<file path="config.mk">
export PLATFORM = sky130hd
export DESIGN_NAME = down_count_timer
export DESIGN_NICKNAME = d
export VERILOG_FILES = /design/src/rtl/down_count_timer_pkg.sv /design/src/rtl/down_count_timer_ctrl.sv /design/src/rtl/down_count_timer.sv
export SDC_FILE = /design/constraint.sdc
export NUM_CORES = 1
export LEC_CHECK = 0
export ABC_AREA = 1
export CORE_MARGIN = 2
export CORE_UTILIZATION = 50
export DETAILED_ROUTE_END_ITERATION = 16
export PLACE_DENSITY_LB_ADDON = 0.08
export SLEW_MARGIN = 10
export SYNTH_ARGS = -nofsm -noshare
export SYNTH_HDL_FRONTEND = slang
export SYNTH_HIERARCHICAL = 1
export SYNTH_SLANG_ARGS = --single-unit
</file>
<file path="constraint.sdc">
create_clock -name clk -period 3.5 [get_ports clk]
set_input_delay 0.525 -clock clk [delete_from_list [all_inputs] [get_ports clk]]
set_output_delay 0.525 -clock clk [all_outputs]
set_load 0.05 [all_outputs]
</file>
<file path="src/rtl/down_count_timer_pkg.sv">
// Shared types and defaults for the down-counting interval/timeout timer.
package down_count_timer_pkg;

  typedef enum logic [1:0] {
    ST_IDLE   = 2'd0,
    ST_LOADED = 2'd1,
    ST_RUN    = 2'd2,
    ST_DONE   = 2'd3
  } state_t;

  localparam int DEFAULT_WIDTH = 4;

endpackage

</file>
<file path="src/rtl/down_count_timer_ctrl.sv">
// Timer control FSM: sequences IDLE/LOADED/RUN/DONE and issues count-register controls.
// Define DOWN_COUNT_TIMER_AUTORELOAD_EN to reload at terminal count instead of entering DONE.
module down_count_timer_ctrl
  import down_count_timer_pkg::*;
(
  input  logic clk,
  input  logic rst,
  input  logic load,
  input  logic start,
  input  logic stop,
  input  logic en,
  input  logic count_is_one,
  output logic busy,
  output logic done,
  output logic load_cnt,
  output logic dec_cnt,
  output logic reload_cnt,
  output logic clear_cnt,
  output logic tc
);

  state_t r_state;
  state_t w_state_nxt;

  // State register
  always_ff @(posedge clk or posedge rst) begin
    if (rst) begin
      r_state <= ST_IDLE;
    end else begin
      r_state <= w_state_nxt;
    end
  end

  // Next-state decode; load beats start, stop beats start
  always_comb begin
    w_state_nxt = r_state;
    case (r_state)
      ST_IDLE, ST_DONE: begin
        if (load) begin
          w_state_nxt = ST_LOADED;
        end else begin
          w_state_nxt = r_state;
        end
      end
      ST_LOADED: begin
        if (!load && start && !stop) begin
          w_state_nxt = ST_RUN;
        end else begin
          w_state_nxt = ST_LOADED;
        end
      end
      ST_RUN: begin
        if (stop) begin
          w_state_nxt = ST_LOADED;
        end else if (en && count_is_one) begin
`ifdef DOWN_COUNT_TIMER_AUTORELOAD_EN
          w_state_nxt = ST_RUN;
`else
          w_state_nxt = ST_DONE;
`endif
        end else begin
          w_state_nxt = ST_RUN;
        end
      end
      default: w_state_nxt = ST_IDLE;
    endcase
  end

  // Output decode: status from registered state, count controls per cycle
  always_comb begin
    busy       = (r_state == ST_RUN);
    done       = (r_state == ST_DONE);
    load_cnt   = 1'b0;
    dec_cnt    = 1'b0;
    reload_cnt = 1'b0;
    clear_cnt  = 1'b0;
    tc         = 1'b0;
    if (r_state == ST_RUN) begin
      if (!stop && en) begin
        if (count_is_one) begin
          tc = 1'b1;
`ifdef DOWN_COUNT_TIMER_AUTORELOAD_EN
          reload_cnt = 1'b1;
`else
          clear_cnt = 1'b1;
`endif
        end else begin
          dec_cnt = 1'b1;
        end
      end else begin
        dec_cnt = 1'b0;
      end
    end else begin
      load_cnt = load;
    end
  end

endmodule

</file>
<file path="src/rtl/down_count_timer.sv">
// Loadable down-counting timer with one-cycle registered terminal-count strobe.
// Optional auto-reload behaviour selected by DOWN_COUNT_TIMER_AUTORELOAD_EN.
module down_count_timer
  import down_count_timer_pkg::*;
#(
  parameter int WIDTH = DEFAULT_WIDTH
) (
  input  logic             clk,
  input  logic             rst,
  input  logic             load,
  input  logic [WIDTH-1:0] load_val,
  input  logic             start,
  input  logic             stop,
  input  logic             en,
  output logic [WIDTH-1:0] count_out,
  output logic             busy,
  output logic             done,
  output logic             tc_pulse
);

  localparam logic [WIDTH-1:0] ONE = {{(WIDTH-1){1'b0}}, 1'b1};

  logic [WIDTH-1:0] r_count;
  logic [WIDTH-1:0] r_reload;
  logic             r_tc;
  logic             w_load_cnt;
  logic             w_dec_cnt;
  logic             w_reload_cnt;
  logic             w_clear_cnt;
  logic             w_tc;
  logic             w_count_is_one;

  assign w_count_is_one = (r_count == ONE);

  down_count_timer_ctrl u_ctrl (
    .clk          (clk),
    .rst          (rst),
    .load         (load),
    .start        (start),
    .stop         (stop),
    .en           (en),
    .count_is_one (w_count_is_one),
    .busy         (busy),
    .done         (done),
    .load_cnt     (w_load_cnt),
    .dec_cnt      (w_dec_cnt),
    .reload_cnt   (w_reload_cnt),
    .clear_cnt    (w_clear_cnt),
    .tc           (w_tc)
  );

  // Reload register is writable in every state, including RUN
  always_ff @(posedge clk or posedge rst) begin
    if (rst) begin
      r_reload <= {WIDTH{1'b0}};
    end else if (load) begin
      r_reload <= load_val;
    end else begin
      r_reload <= r_reload;
    end
  end

  // Count register; a zero period wraps through 2^WIDTH-1 naturally
  always_ff @(posedge clk or posedge rst) begin
    if (rst) begin
      r_count <= {WIDTH{1'b0}};
    end else if (w_load_cnt) begin
      r_count <= load_val;
    end else if (w_clear_cnt) begin
      r_count <= {WIDTH{1'b0}};
    end else if (w_reload_cnt) begin
      r_count <= r_reload;
    end else if (w_dec_cnt) begin
      r_count <= r_count - ONE;
    end else begin
      r_count <= r_count;
    end
  end

  // Terminal-count strobe lands together with the terminal count value
  always_ff @(posedge clk or posedge rst) begin
    if (rst) begin
      r_tc <= 1'b0;
    end else begin
      r_tc <= w_tc;
    end
  end

  assign count_out = r_count;
  assign tc_pulse  = r_tc;

endmodule

</file>
# Word level (Yosys, flattened, before mapping)
# Index checks and enable logic that the tools add are counted.
dict set report classes {
  n_addsub 1
  multipliers 0
  div 0
  n_lt_le_gt_ge 0
  eq_ne 5
  shift 0
  muxes 15
  bitwise 0
  n_reduce_logical 9
}
# cell count
set op_table {}
lappend op_table {{$mux 4} 3}
lappend op_table {{$mux 1} 8}
lappend op_table {{$mux 2} 3}
lappend op_table {{$pmux 2 s3} 1}
lappend op_table {{$eq 2x2->1 const B} 2}
lappend op_table {{$eq 4x1->1 const B} 1}
lappend op_table {{$logic_and 1x1->1} 4}
lappend op_table {{$sub 4x1->4 const B} 1}
lappend op_table {{$reduce_bool 3->1} 1}
lappend op_table {{$eq 2x1->1 const B} 1}
lappend op_table {{$logic_not 1->1} 2}
lappend op_table {{$logic_not 2->1} 1}
lappend op_table {{$ne 2x2->1 const B} 1}
lappend op_table {{$reduce_or 2->1} 1}
dict set report word_totals {
  register_bits 7
  latch_bits 0
  mem_bits_rw 0
  rom_bits 0
  output_inout_bits 7
  elab_cells 33
  n_memories 0
}

# Logic depth before layout (Yosys ltp)
dict set report logic_depth {
  depth_word 7
  depth_mapped 10
  depth_no_buf 10
}

# Cells and area by module
# Netlist, hierarchy kept.
# module instances cells_each area_each_um2 seq_area_each_um2
set by_module_without_submodules {}
lappend by_module_without_submodules {down_count_timer 1 55 478.0 225.2}
lappend by_module_without_submodules {down_count_timer_ctrl 1 33 209.0 50.0}

# Worst setup path before layout
# OpenSTA, ideal clock, no wires.
dict set report synth_path {
  path_type {register -> register}
  from {register r_count[0], in the netlist count_out[0]}
  to {register r_count[0], in the netlist count_out[0]}
  arrival_ns 1.807
  setup_slack_ns 1.611
  path_stages_with_launch 9
  n_path_buf 0
  cell_sequence {dfrtp_1 > ha_1 > nor3b_1 > nand2_1 > nor2_1 > nor2_4 > nand2_1 > nor2_1 > a31oi_1}
}
dict set report synth_via {
  elab_chain_len 6
}
# item line_no
set synth_lines {}
lappend synth_lines {{start: declaration} down_count_timer.sv:23} ;# logic [WIDTH-1:0] r_count;
lappend synth_lines {{start signal: assignment} down_count_timer.sv:66} ;# r_count <= {WIDTH{1'b0}};
lappend synth_lines {{start signal: assignment} down_count_timer.sv:68} ;# r_count <= load_val;
lappend synth_lines {{start signal: assignment} down_count_timer.sv:70} ;# r_count <= {WIDTH{1'b0}};
lappend synth_lines {{$eq 4x1->1 *} down_count_timer.sv:33} ;# assign w_count_is_one = (r_count == ONE);
lappend synth_lines {{via w_count_is_one} down_count_timer.sv:31} ;# logic w_count_is_one;
lappend synth_lines {{$mux 1 *} down_count_timer_ctrl.sv:80} ;# if (count_is_one) begin
lappend synth_lines {{$mux 1 *} down_count_timer_ctrl.sv:79} ;# if (!stop && en) begin
lappend synth_lines {{$mux 1 *} down_count_timer_ctrl.sv:78} ;# if (r_state == ST_RUN) begin
lappend synth_lines {{via w_clear_cnt} down_count_timer.sv:29} ;# logic w_clear_cnt;
lappend synth_lines {{$mux 4} down_count_timer.sv:69} ;# end else if (w_clear_cnt) begin
lappend synth_lines {{$mux 4} down_count_timer.sv:67} ;# end else if (w_load_cnt) begin
# Mark *: on every way through the listed nets, which the timed path passes. The rest lies on a longest branch. The select of a mux whose other input is x is not followed.
# A chain may end at the register's enable or synchronous reset.

# Worst setup path after layout
dict set report layout_path {
  from {register u_ctrl.r_state[0]}
  to {output port busy}
}
dict set report layout_via {
  elab_chain_len 1
}
# item line_no
set layout_lines {}
lappend layout_lines {{start: declaration} down_count_timer_ctrl.sv:22} ;# state_t r_state;
lappend layout_lines {{start signal: assignment} down_count_timer_ctrl.sv:30} ;# r_state <= w_state_nxt;
lappend layout_lines {{$eq 2x2->1} down_count_timer_ctrl.sv:71} ;# busy = (r_state == ST_RUN);
lappend layout_lines {{end: declaration} down_count_timer.sv:16} ;# output logic busy,
# Every way passes these cells.

==> impl_metrics.yaml <==
run_status:
  status: "completed"
synthesis:
  syn-instance-count: 88
  ys_warn_count: 6
  ys_types: 20
  post_synth_main_area_contributors: "dfrtp_1, nand2_1, ha_1, inv_1, nor2_1"
  synth_area_per_cell_um2: 7.806
  synth_top_cell_area_share_pct: 40.07
  yosysSeqAreaShare_pct: 40.07
  syn_nets: 103
  synth_edf_count: 0
  synth_flop_cell: "dfrtp_1"
  synth-seq-cells: 11
  async_reset_ff_share_pct: 100.0
  yosysTopAreaCell: "dfrtp_1"
  synth_area_um2: 686.9
  synth_most_common_cell: "nand2_1"
  yosys-top-cells-count: "nand2_1, inv_1, dfrtp_1, nor2_1"
critical_path:
  critPathLaunchType: "flip-flop"
  rrSetupSlack_ns: 1.61
  r2r_cells: 9
  end_kind: "primary output"
  slowest_stage: "clkdlybuf4s50_1"
  startpoint: "u_ctrl/r_state[0]"
  cp_top_family: "buffers and inverters"
  cp.arrival_ns: 1.80
  worstSetupPathType: "reg -> out"
  timing.rr.start: "count_out[1]"
  path_buf_inv: 2
  cp.required_ns: 2.97
  cp-endpoint: "busy"
  path_depth: 3
  cp_slowest_stage_delay_ns: 0.82
  path_cells: "inv_1 > ha_1 > clkdlybuf4s50_1"
  worst-path-max-fanout: 4
  rr_endpoint: "count_out[0]"
worst_hold_path:
  min_path_type: "in -> async"
route:
  wl_um: 1366
  first_pass_iters: 4
  vias: 582
  avgViaCountPerCell: 4.810
  antenna_left: 0
  wire_per_inst_um: 11.29
  drcViolationCount: 0
  first_iter_violations: 5
job:
  maxCapViolCount: 0
global_routing:
  antenna_found_initial: 0
  grt_max_degree: 10
  grt_pass1_vias: 489
  track_usage_pct: 19.53
  grt_pass1_wl_um: 2028
  overflow: 0
die:
  num_rows: 13
  fp.coreArea_um2: 1285
  start_util_pct: 53.46
  io-pin-count: 17
  die_h_um: 41.07
  chipWidth_um: 41.07
  die-area_um2: 1686
finish:
  antennaDiodeCount: 0
  design_area_um2: 877.1
  syn_to_final_growth_pct: 27.69
  final_layout_size_suffix_gt1_share_pct: 6.604
  fillCellCount: 120
  regArea_um2: 275.3
  multi_input_area_um2: 340.3
  nets: 122
placed_design:
  placed_area_um2: 850.8
  hpwl_um: 1117
  finalWeightedCongestion: 0.8364
  io_buffers: 16
pwr:
  p_int_mw: 0.2630
  cellPowerDensity_nw_per_um2: 501.0
  p_switching_mw: 0.1765
  sw_frac_of_total_pct: 40.16
  p_comb_share_pct: 42.0
  vdd_drop_max_uv: 289.3
  p_leak_nw: 0.4338
  clkPwrFrac_pct: 19.1
  seq_power_share_pct: 39.0
cts:
  ctsHoldBuffers: 0
  htree_levels: 1
  clk_pin_slew_worst_paths_ns: 0.07
  clock_path_buffers: 2
  clock-root-buffer: "clkbuf_4"
  cts_tree: "done"
  cts_buffers: 3
  clk_latency_ns: 0.26
  cts_resized: 0
  cts_setup_buffers: 0
  cts_num_sinks: 11
timing:
  rsz0062_at_grt: "false"
  hold_violations: 0
  setup_tns_ns: 0
  setup_viol_count_final: 0
  max_freq_mhz: 430.9
  fin_crit_sh_pct: 66.30
  clock_skew_ns: 0.006032
  drv_slew: 0
  fin_crit_ns: 2.321
cell type report:
cell class                 instances  area share, %
multi-input combinational         60          38.80
sequential                        11          31.38
timing repair buffer              16          18.26
inverter                          15          6.419
clock buffer                       4          2.996
tap                               15          2.140
flip-flops by register name, summed over array words and instances, names as in the netlist:
signal,count
count_out,4
r_reload,4
tc_pulse,1
u_ctrl/r_state,2
per-layer routing:
metal | wire, µm | global-route usage [%] | share of wire [%]
met1 | 699 | 25.83 | 51
met2 | 623 | 27.73 | 46
met3 | 42 | 8.152 | 3.1
met4 | 0 | 7.500 | 0
met5 | 0 | 0 | 0
placed cells by master, fill, tap and decap left out, types with 3 or more instances in the layout:
| cell | instances |
|---|---|
| clkbuf_4 | 3 |
| nand2_1 | 18 |
| a21oi_1 | 5 |
| inv_1 | 14 |
| ha_1 | 5 |
| nor2_1 | 11 |
| nand3_1 | 4 |
| clkdlybuf4s50_1 | 16 |
| dfrtp_1 | 11 |
stage by stage:
step                      instances  hold WS, ns  setup slack (ns)  power, mW  utilization, %
after floorplan                  88       0.2662             1.611     0.3014               -
after global placement          117       0.5051             1.399     0.3548           66.21
after detailed placement        117       0.5149             1.339     0.3585           66.21
after CTS                       121       0.4424             1.161     0.4443           68.26
after global routing            121       0.4573             1.098     0.4814           68.26
final                           121       0.4407             1.179     0.4394           68.26
power groups by stage:
| stage | Sequential (mW) | Clock (mW) | Combinational [mW] |
|---|---|---|---|
| after floorplan | 0.201 | 0 | 0.100 |
| after global placement | 0.173 | 0 | 0.182 |
| after detailed placement | 0.174 | 0 | 0.184 |
| after CTS | 0.171 | 0.0876 | 0.186 |
| after global routing | 0.175 | 0.0970 | 0.209 |
| final | 0.171 | 0.0838 | 0.184 |
worst min path at each step:
stage	endpoint	slack (ns)
4_1_cts	u_ctrl/r_state[1]	0.44
2_1_floorplan	u_ctrl/r_state[0]	0.27
6_report	u_ctrl/r_state[1]	0.44
3_3_place_gp	r_reload[1]	0.51
3_5_place_dp	r_reload[1]	0.51
5_1_grt	u_ctrl/r_state[1]	0.46
logic make-up after synthesis:
group                    synth area share [%]
AO/OA/AOI/OAI                           12.02
other                                  0.5459
multiplexers                            3.278
flip-flops                              40.07
buffers and inverters                   10.38
XOR/XNOR                                1.275
AND/OR/NAND/NOR                         23.31
adder cells (fa/ha/maj)                 9.107
Note: power is estimated with default switching activity, not from simulation.
